===== config.mk =====
export PLATFORM = sky130hd
export DESIGN_NAME = display_7seg_multiplexado
export DESIGN_NICKNAME = d
export VERILOG_FILES = /design/src/rtl/display_7seg_multiplexado.sv
export SDC_FILE = /design/constraint.sdc
export NUM_CORES = 1
export LEC_CHECK = 0
export CAP_MARGIN = 10
export CORE_AREA = 2 2 103 105
export CTS_BUF_LIST = sky130_fd_sc_hd__clkbuf_4 sky130_fd_sc_hd__clkbuf_8
export CTS_CLUSTER_SIZE = 16
export DETAILED_ROUTE_END_ITERATION = 7
export DIE_AREA = 0 0 105 107
export GPL_TIMING_DRIVEN = 1
export PLACE_DENSITY = 0.47
export SYNTH_ARGS = -nofsm -noshare
export SYNTH_HDL_FRONTEND = slang
export SYNTH_SLANG_ARGS = --single-unit
export TNS_END_PERCENT = 1

===== constraint.sdc =====
create_clock -name clk -period 3.7 [get_ports clk]
set_input_delay 0.74 -clock clk [delete_from_list [all_inputs] [get_ports clk]]
set_output_delay 0.74 -clock clk [all_outputs]
set_load 0.02 [all_outputs]

===== src/rtl/display_7seg_multiplexado.sv =====
// rtl/display_7seg_multiplexado.sv - 4-digit common-anode 7-segment scanner with double-buffered digits
// Ghost blanking at slot start, optional leading-zero suppression, frame-end pulse.
module display_7seg_multiplexado #(
   parameter int REFRESH_DIV = 50000,
   parameter int BLANK_CYC   = 16
) (
   input  logic       clk,
   input  logic       rst_n,
   input  logic [3:0] Millares,
   input  logic [3:0] Centenas,
   input  logic [3:0] Decenas,
   input  logic [3:0] Unidades,
   input  logic       dato_valido,
   input  logic       blank_ceros,
   output logic [3:0] an,
   output logic [6:0] seg,
   output logic       fin_trama
);

   localparam int CW = (REFRESH_DIV > 1) ? $clog2(REFRESH_DIV) : 1;
   localparam logic [CW-1:0] CNT_MAX = CW'(REFRESH_DIV - 1);
   localparam logic [31:0] BLANK_U = BLANK_CYC;

   logic [CW-1:0] cnt_q, cnt_d;
   logic [1:0]    idx_q, idx_d;
   logic [15:0]   pend_q, pend_d;
   logic          pend_flag_q, pend_flag_d;
   logic [15:0]   disp_q, disp_d;
   logic [3:0]    an_q, an_d;
   logic [6:0]    seg_q, seg_d;
   logic          fin_q, fin_d;

   logic          last_slot, frame_end, in_blank, digit_blank;
   logic          m_z, c_z, d_z;
   logic [3:0]    digit;
   logic [31:0]   cnt_ext;

   function automatic logic [6:0] enc7(input logic [3:0] d);
      case (d)
         4'd0:    enc7 = 7'b1000000;
         4'd1:    enc7 = 7'b1111001;
         4'd2:    enc7 = 7'b0100100;
         4'd3:    enc7 = 7'b0110000;
         4'd4:    enc7 = 7'b0011001;
         4'd5:    enc7 = 7'b0010010;
         4'd6:    enc7 = 7'b0000010;
         4'd7:    enc7 = 7'b1111000;
         4'd8:    enc7 = 7'b0000000;
         4'd9:    enc7 = 7'b0010000;
         default: enc7 = 7'b0111111;
      endcase
   endfunction

   always_comb begin
      last_slot = (cnt_q == CNT_MAX);
      frame_end = last_slot && (idx_q == 2'd3);
      cnt_d     = last_slot ? '0 : cnt_q + CW'(1);
      idx_d     = last_slot ? idx_q + 2'd1 : idx_q;

      // Commit uses the pre-edge pend, so a coinciding strobe stays pending
      pend_d      = pend_q;
      pend_flag_d = pend_flag_q;
      disp_d      = disp_q;
      if (frame_end && pend_flag_q) begin
         disp_d      = pend_q;
         pend_flag_d = 1'b0;
      end
      if (dato_valido) begin
         pend_d      = {Millares, Centenas, Decenas, Unidades};
         pend_flag_d = 1'b1;
      end
      fin_d = frame_end;

      m_z = (disp_q[15:12] == 4'd0);
      c_z = (disp_q[11:8]  == 4'd0);
      d_z = (disp_q[7:4]   == 4'd0);
      case (idx_q)
         2'd0: begin digit = disp_q[3:0];   digit_blank = 1'b0;              end
         2'd1: begin digit = disp_q[7:4];   digit_blank = m_z & c_z & d_z;   end
         2'd2: begin digit = disp_q[11:8];  digit_blank = m_z & c_z;         end
         default: begin digit = disp_q[15:12]; digit_blank = m_z;           end
      endcase

      cnt_ext  = {{(32-CW){1'b0}}, cnt_q};
      in_blank = (cnt_ext < BLANK_U);

      an_d  = 4'b1111;
      seg_d = 7'b1111111;
      if (!in_blank && !(blank_ceros && digit_blank)) begin
         an_d[idx_q] = 1'b0;
         seg_d       = enc7(digit);
      end
   end

   always_ff @(posedge clk or negedge rst_n) begin
      if (!rst_n) begin
         cnt_q       <= '0;
         idx_q       <= 2'd0;
         pend_q      <= 16'd0;
         pend_flag_q <= 1'b0;
         disp_q      <= 16'd0;
         an_q        <= 4'b1111;
         seg_q       <= 7'b1111111;
         fin_q       <= 1'b0;
      end else begin
         cnt_q       <= cnt_d;
         idx_q       <= idx_d;
         pend_q      <= pend_d;
         pend_flag_q <= pend_flag_d;
         disp_q      <= disp_d;
         an_q        <= an_d;
         seg_q       <= seg_d;
         fin_q       <= fin_d;
      end
   end

   assign an        = an_q;
   assign seg       = seg_q;
   assign fin_trama = fin_q;

endmodule


==> results of run 1 <==
-- final cells by class --
class                   instances  area, µm²
well taps                     136        170
fillers                      1044       6530
flip-flops and latches         63       1590
clock inverters                 7        103
multi-input cells             143       1210
repair buffers                 34        328
inverters                      10       37.5
clock buffers                   9        124
-- logic make-up (layout without fill, tap and decap cells) --
kind of cell / Yosys count / in the layout
mux: 38 / 38
simple gates: 61 / 61
buf+inv: 16 / 60
fa+ha+maj: 9 / 9
xor+xnor: 12 / 12
flops: 63 / 63
compound gates: 23 / 23
-- flip-flops by register name (all words and copies together), names as in the netlist --
name / count
cnt_q: 16
pend_flag_q: 1
an: 4
disp_q: 16
fin_trama: 1
idx_q: 2
seg: 7
pend_q: 16
-- cells in the final DEF, fill, tap and decap left out, types with 4 or more instances in the layout --
cell and count:
clkdlybuf4s50_1 30, nor2_1 9, inv_1 10, o21ai_0 7, a222oi_1 4, dfrtp_1 52, xor2_1 7, xnor2_1 5
ha_1 9, nand2_1 12, nand4_1 6, nand3_1 8, dfstp_2 11, mux2_2 25, mux2_4 10, and3_1 6
nor4_1 4, clkbuf_8 9
-- how the worst max path moves through the flow --
| stage | slack, ps | end | depth (start not counted) |
|---|---|---|---|
| global route | 1150 | seg[4]$_DFF_PN1_ | 8 |
| CTS | 1430 | seg[4]$_DFF_PN1_ | 8 |
| detailed placement | 1410 | pend_q[10]$_DFFE_PN0P_ | 2 |
| finish | 1380 | seg[4]$_DFF_PN1_ | 8 |
| floorplan | 1790 | seg[4]$_DFF_PN1_ | 7 |
| global placement | 1440 | pend_q[14]$_DFFE_PN0P_ | 2 |
-- worst max-delay path, stage by stage (launching register included) --
cell	delay (ps)
dfrtp_1	420
inv_1	120
ha_1	290
a222oi_1	150
mux2i_1	510
inv_1	170
ha_1	280
and3_1	150
o21ai_0	150
-- per-layer routing --
| metal | up-vias | track usage |
|---|---|---|
| met3 | 6 | 0.0292 |
| met1 | 913 | 0.141 |
| met4 | 0 | 0.0429 |
| met2 | 38 | 0.161 |
| li1 | 884 | - |
| met5 | - | 0 |
-- power by group --
group          switching (mW)  leakage (nW)  total, mW  internal [mW]
sequential            0.00905         0.785      0.715          0.706
combinational          0.0232         0.702     0.0577         0.0346
clock                   0.293         0.111      0.680          0.387
==> results_dict.tcl, run 1 <==
set metrics [dict create \
    design.final.nets 290 \
    worst_case_setup_margin_in_the_final_layout_ps 1380 \
    port_buffers 31 \
    synth_edf_count 0 \
    antenna_found_initial 0 \
    setup_viol 0 \
    synthTopCellsByCount "dfrtp_1 (52), mux2_2 (25), nand2_1 (12), dfstp_2 (11)" \
    tightest_slew_ps 1010 \
    post_synthesis_compound_gate_area_fraction 0.0572 \
    ys_async_sr_fraction 1.00 \
    cts.clk_slew.worst_paths_ps 70 \
    avgRoutedWirePerCell_um 13.5 \
    synth_most_common_cell "dfrtp_1" \
    synth_xor_area_frac 0.0367 \
    worst_ep_required_time_ps 3960 \
    floorplan.initialDensity 0.284 \
    rrSetupSlack_ps 1380 \
    placement.setup.worst_slack_ps 1410 \
    worst_hold_slack_ps 453 \
    seq_area_frac_synth 0.555 \
    power_per_cell_area_nw_per_um2 408 \
    ys_seq_elements 63 \
    run_status "finished clean" \
    hold_violations 0 \
    grt_first_pass_wirelength_um 9320 \
    critical_path_start "idx_q[0]$_DFFE_PN0N_" \
    gp_routability_congestion 0.780 \
    yosys.area_share.adder 0.0393 \
    ys_dominant_reg_cell "dfrtp_1" \
    worstReg2RegEnd "seg[4]$_DFF_PN1_" \
    antenna_cells_inserted 0 \
    syn-mean-instance-area_um2 12.9 \
    timing.critical_path.to_type "flip-flop" \
    synthesis.instances 222 \
    type_of_the_worst_setup_path "reg -> reg" \
    ys_types 38 \
    ir_worst_vdd_mv 0.192 \
    design.portCount 32 \
    clock_sinks 63 \
    synth_top_cell_by_area "dfrtp_1" \
    synthesis.area_um2 2870 \
    post-route-min-period_ps 2320 \
    track_usage 0.105 \
    largest_net_degree_at_the_start_of_global_routing 46 \
    maxSlewViolCount 0 \
    ant_nets 0 \
    cts_made_buffers 9 \
    power_mw 1.45 \
    synth_warnings 0 \
    dpl.cell_count 386 \
    timing.critical_path.arrival_ps 2580 \
    fin_area_um2 3560 \
    finClkSkew_ps 14.1 \
    detailed_route_wire_length_on_metal_1_um 2700 \
    grt_overflow_total 0 \
    worstRegToRegCells 8 \
    crit_fanout 7 \
    route.met3.wl_um 210 \
    met2RoutedLength_um 2420 \
    fmax_ghz 0.431 \
    cellLeakagePower_nw 1.60 \
    grt_pass1_vias 1845 \
    slew-limit-headroom 0.324 \
    reg2reg_from "idx_q[0]$_DFFE_PN0N_" \
    final_cells 402 \
    dr.max_layer_used "met4" \
    worst_skew_pair.late_latency_ps 340 \
    min-delay-path-class "reg -> reg" \
    rows 37 \
    fin_util 0.353 \
    finalWirelength_um 5420 \
    die-width_um 105 \
    placement.cell_area_um2 3330 \
    post_route_cells_drive_above_1_share 0.263 \
    cts_max_path_buffers 2 \
    area_growth_syn_to_layout_pct 24.2 \
    min_period_over_period 0.627 \
    clock_tree.htree_level_count 3 \
    setup_total_negative_slack_ps 0 \
    drc 0 \
    synth_top_family_by_area "multiplexers" \
    root_buffer "clkbuf_8" \
    drt-pass1-iter-count 4 \
    detailedPlacementHpwl_um 3930 \
    holdCritStartpoint "cnt_q[0]$_DFF_PN0_" \
    synth_top_area_frac 0.454 \
    holdPathEnd "cnt_q[0]$_DFF_PN0_" \
    synthMuxAreaShare 0.161 \
    postCtsHoldBufs 0 \
    holdPathStages 1 \
    grt_setup_unrepaired "false" \
    total_die_area_um2 11200 \
    post-cts-setup-buffer-count 0 \
    synth_simple_gate_area_frac 0.127 \
    synth.net_count 251 \
    drt_first_iter_violations 80 \
    ctsResizeCount 0 \
    cts_tree "built" \
    synth_area_leaders "dfrtp_1 (45%), dfstp_2 (10%), mux2_2 (9.8%)" \
    detail_route.vias_per_cell 4.58 \
    fp.dieH_um 107 \
    crit_path_start_kind "flip-flop" \
    drv_cap 0 \
    coreArea_um2 10100 \
    via_count 1841 \
]
(Power assumes the default switching activity.)
==> run 2: changes to the inputs <==
clock period = 2.4 ns   (was 3.7 ns; I/O delays follow)
==> run 2 against run 1 <==
- setup slack worse by 1200 ps
- via count is 0.27% higher
- highest routed layer unchanged
- largest power group unchanged
- cell count is 1.2% higher
==> results_dict.tcl, run 2 (synthesis results as in run 1) <==
set metrics [dict create \
    design.portCount 32 \
    mostFrequentLayoutCell "dfrtp_1" \
    worstRegToRegCells 8 \
    grt_pass1_vias 1855 \
    power_per_cell_area_nw_per_um2 588 \
    grt_setup_unrepaired "false" \
    hold_violations 0 \
    crit_fanout 8 \
    cts_tree "built" \
    fin_util 0.356 \
    critical_path.cell_chain "inv_1, ha_1, a222oi_1, mux2_4, inv_1, ha_1, and3_1, o21ai_0" \
    cpPeakStageDelay_ps 410 \
    fmax_ghz 0.460 \
    rrSetupSlack_ps 220 \
    cellLeakagePower_nw 1.62 \
    crit_path_start_kind "flip-flop" \
    design.final.nets 295 \
    finClkSkew_ps 13.6 \
    detailedPlacementHpwl_um 3780 \
    coreArea_um2 10100 \
    cts_made_buffers 9 \
    timing.critical_path.to_type "flip-flop" \
    fp.dieH_um 107 \
    detail_route.vias_per_cell 4.54 \
    area_growth_syn_to_layout_pct 25.2 \
    via_count 1846 \
    postCtsHoldBufs 0 \
    maxSlewViolCount 0 \
    crit_path_top_delay_cell "dfrtp_1" \
    dpl.cell_count 388 \
    drc 0 \
    floorplan.initialDensity 0.284 \
    cts_max_path_buffers 2 \
    largest_net_degree_at_the_start_of_global_routing 48 \
    clock_tree.htree_level_count 3 \
    finalWirelength_um 5440 \
    worst_ep_required_time_ps 2660 \
    grt_overflow_total 0 \
    total_die_area_um2 11200 \
    run_status "finished clean" \
    port_buffers 31 \
    setup_total_negative_slack_ps 0 \
    drv_cap 0 \
    cts.clk_slew.worst_paths_ps 80 \
    timing.critical_path.arrival_ps 2430 \
    tightest_slew_ps 728 \
    gp_routability_congestion 0.796 \
    root_buffer "clkbuf_8" \
    ant_nets 0 \
    rows 37 \
    min_period_over_period 0.907 \
    drt-pass1-iter-count 4 \
    clock_sinks 63 \
    placement.cell_area_um2 3360 \
    avgRoutedWirePerCell_um 13.4 \
    post-route-min-period_ps 2180 \
    drt_first_iter_violations 51 \
    post_route_cells_drive_above_1_share 0.280 \
    antenna_cells_inserted 0 \
    worst_skew_pair.late_latency_ps 340 \
    track_usage 0.106 \
    grt_first_pass_wirelength_um 9160 \
    setup_viol 0 \
    slew-limit-headroom 0.512 \
    die-width_um 105 \
    final_cells 407 \
    fin_area_um2 3590 \
    type_of_the_worst_setup_path "reg -> reg" \
    reg.largest.list "cnt_q (16), disp_q (16), pend_q (16)" \
    min-delay-path-class "in -> async" \
    antenna_found_initial 0 \
    ir_worst_vdd_mv 0.231 \
    final_cell_mix "dfrtp_1 (52), clkdlybuf4s50_1 (30), mux2_2 (24), nand2_1 (12)" \
]
[run 2: cell count changes in the layout (fill, tap and decap cells not counted), sizes merged]
cell / change
bufinv: -1
buf: +5
inv: -3
clkinv: +4
[run 2: area by class of cell]
| type | count | area, µm² |
|---|---|---|
| Clock buffer | 9 | 124 |
| Clock inverter | 7 | 73.8 |
| Fill cell | 1066 | 6500 |
| Inverter | 10 | 37.5 |
| Multi-Input combinational cell | 143 | 1210 |
| Sequential cell | 63 | 1590 |
| Tap cell | 136 | 170 |
| Timing Repair Buffer | 39 | 378 |
[run 2: through the flow]
stage	hold WS (ps)	power, mW	worst slack (ps)
3_3_place_gp	439	1.22	133
3_5_place_dp	442	1.22	121
6_report	68.5	2.11	224
2_1_floorplan	184	1.15	489
4_1_cts	75.8	2.15	102
5_1_grt	72.8	2.22	54.8
[run 2: routing by layer]
metal,GRT usage,share of wire,vias to the layer above
met3,0.0389,0.044,7
met2,0.153,0.45,39
met4,0.0486,0.019,0
met1,0.141,0.49,905
met5,0,0,-
li1,-,-,895
[run 2: timing repair]
action / CTS / global route
resized for setup: 0 / 2
buffers inserted: 0 / 3
setup endpoints to repair: 0 / 4
[run 2: final timing paths]
| check | startpoint | endpoint |
|---|---|---|
| worst min-delay path | rst_n | cnt_q[9]$_DFF_PN0_ |
| worst min register to register | cnt_q[0]$_DFF_PN0_ | cnt_q[0]$_DFF_PN0_ |
| min in group clk | cnt_q[0]$_DFF_PN0_ | cnt_q[0]$_DFF_PN0_ |
| max in group asynchronous | rst_n | an[0]$_DFF_PN1_ |
| worst max register to register | idx_q[0]$_DFFE_PN0N_ | seg[4]$_DFF_PN1_ |
| worst max-delay path | idx_q[0]$_DFFE_PN0N_ | seg[4]$_DFF_PN1_ |
[run 2: worst max-delay path: cells and delay by family, from the launching register on]
family          cells  cell delay (ps)
flops               1              410
fa+ha+maj           2              530
simple gates        1              140
mux                 1              240
buf+inv             2              230
compound gates      2              550
[run 2: power breakdown]
part,internal (mW),leakage [nW],switching (mW)
clock,0.480,0.0992,0.433
combinational,0.0553,0.739,0.0366
sequential,1.09,0.785,0.0135
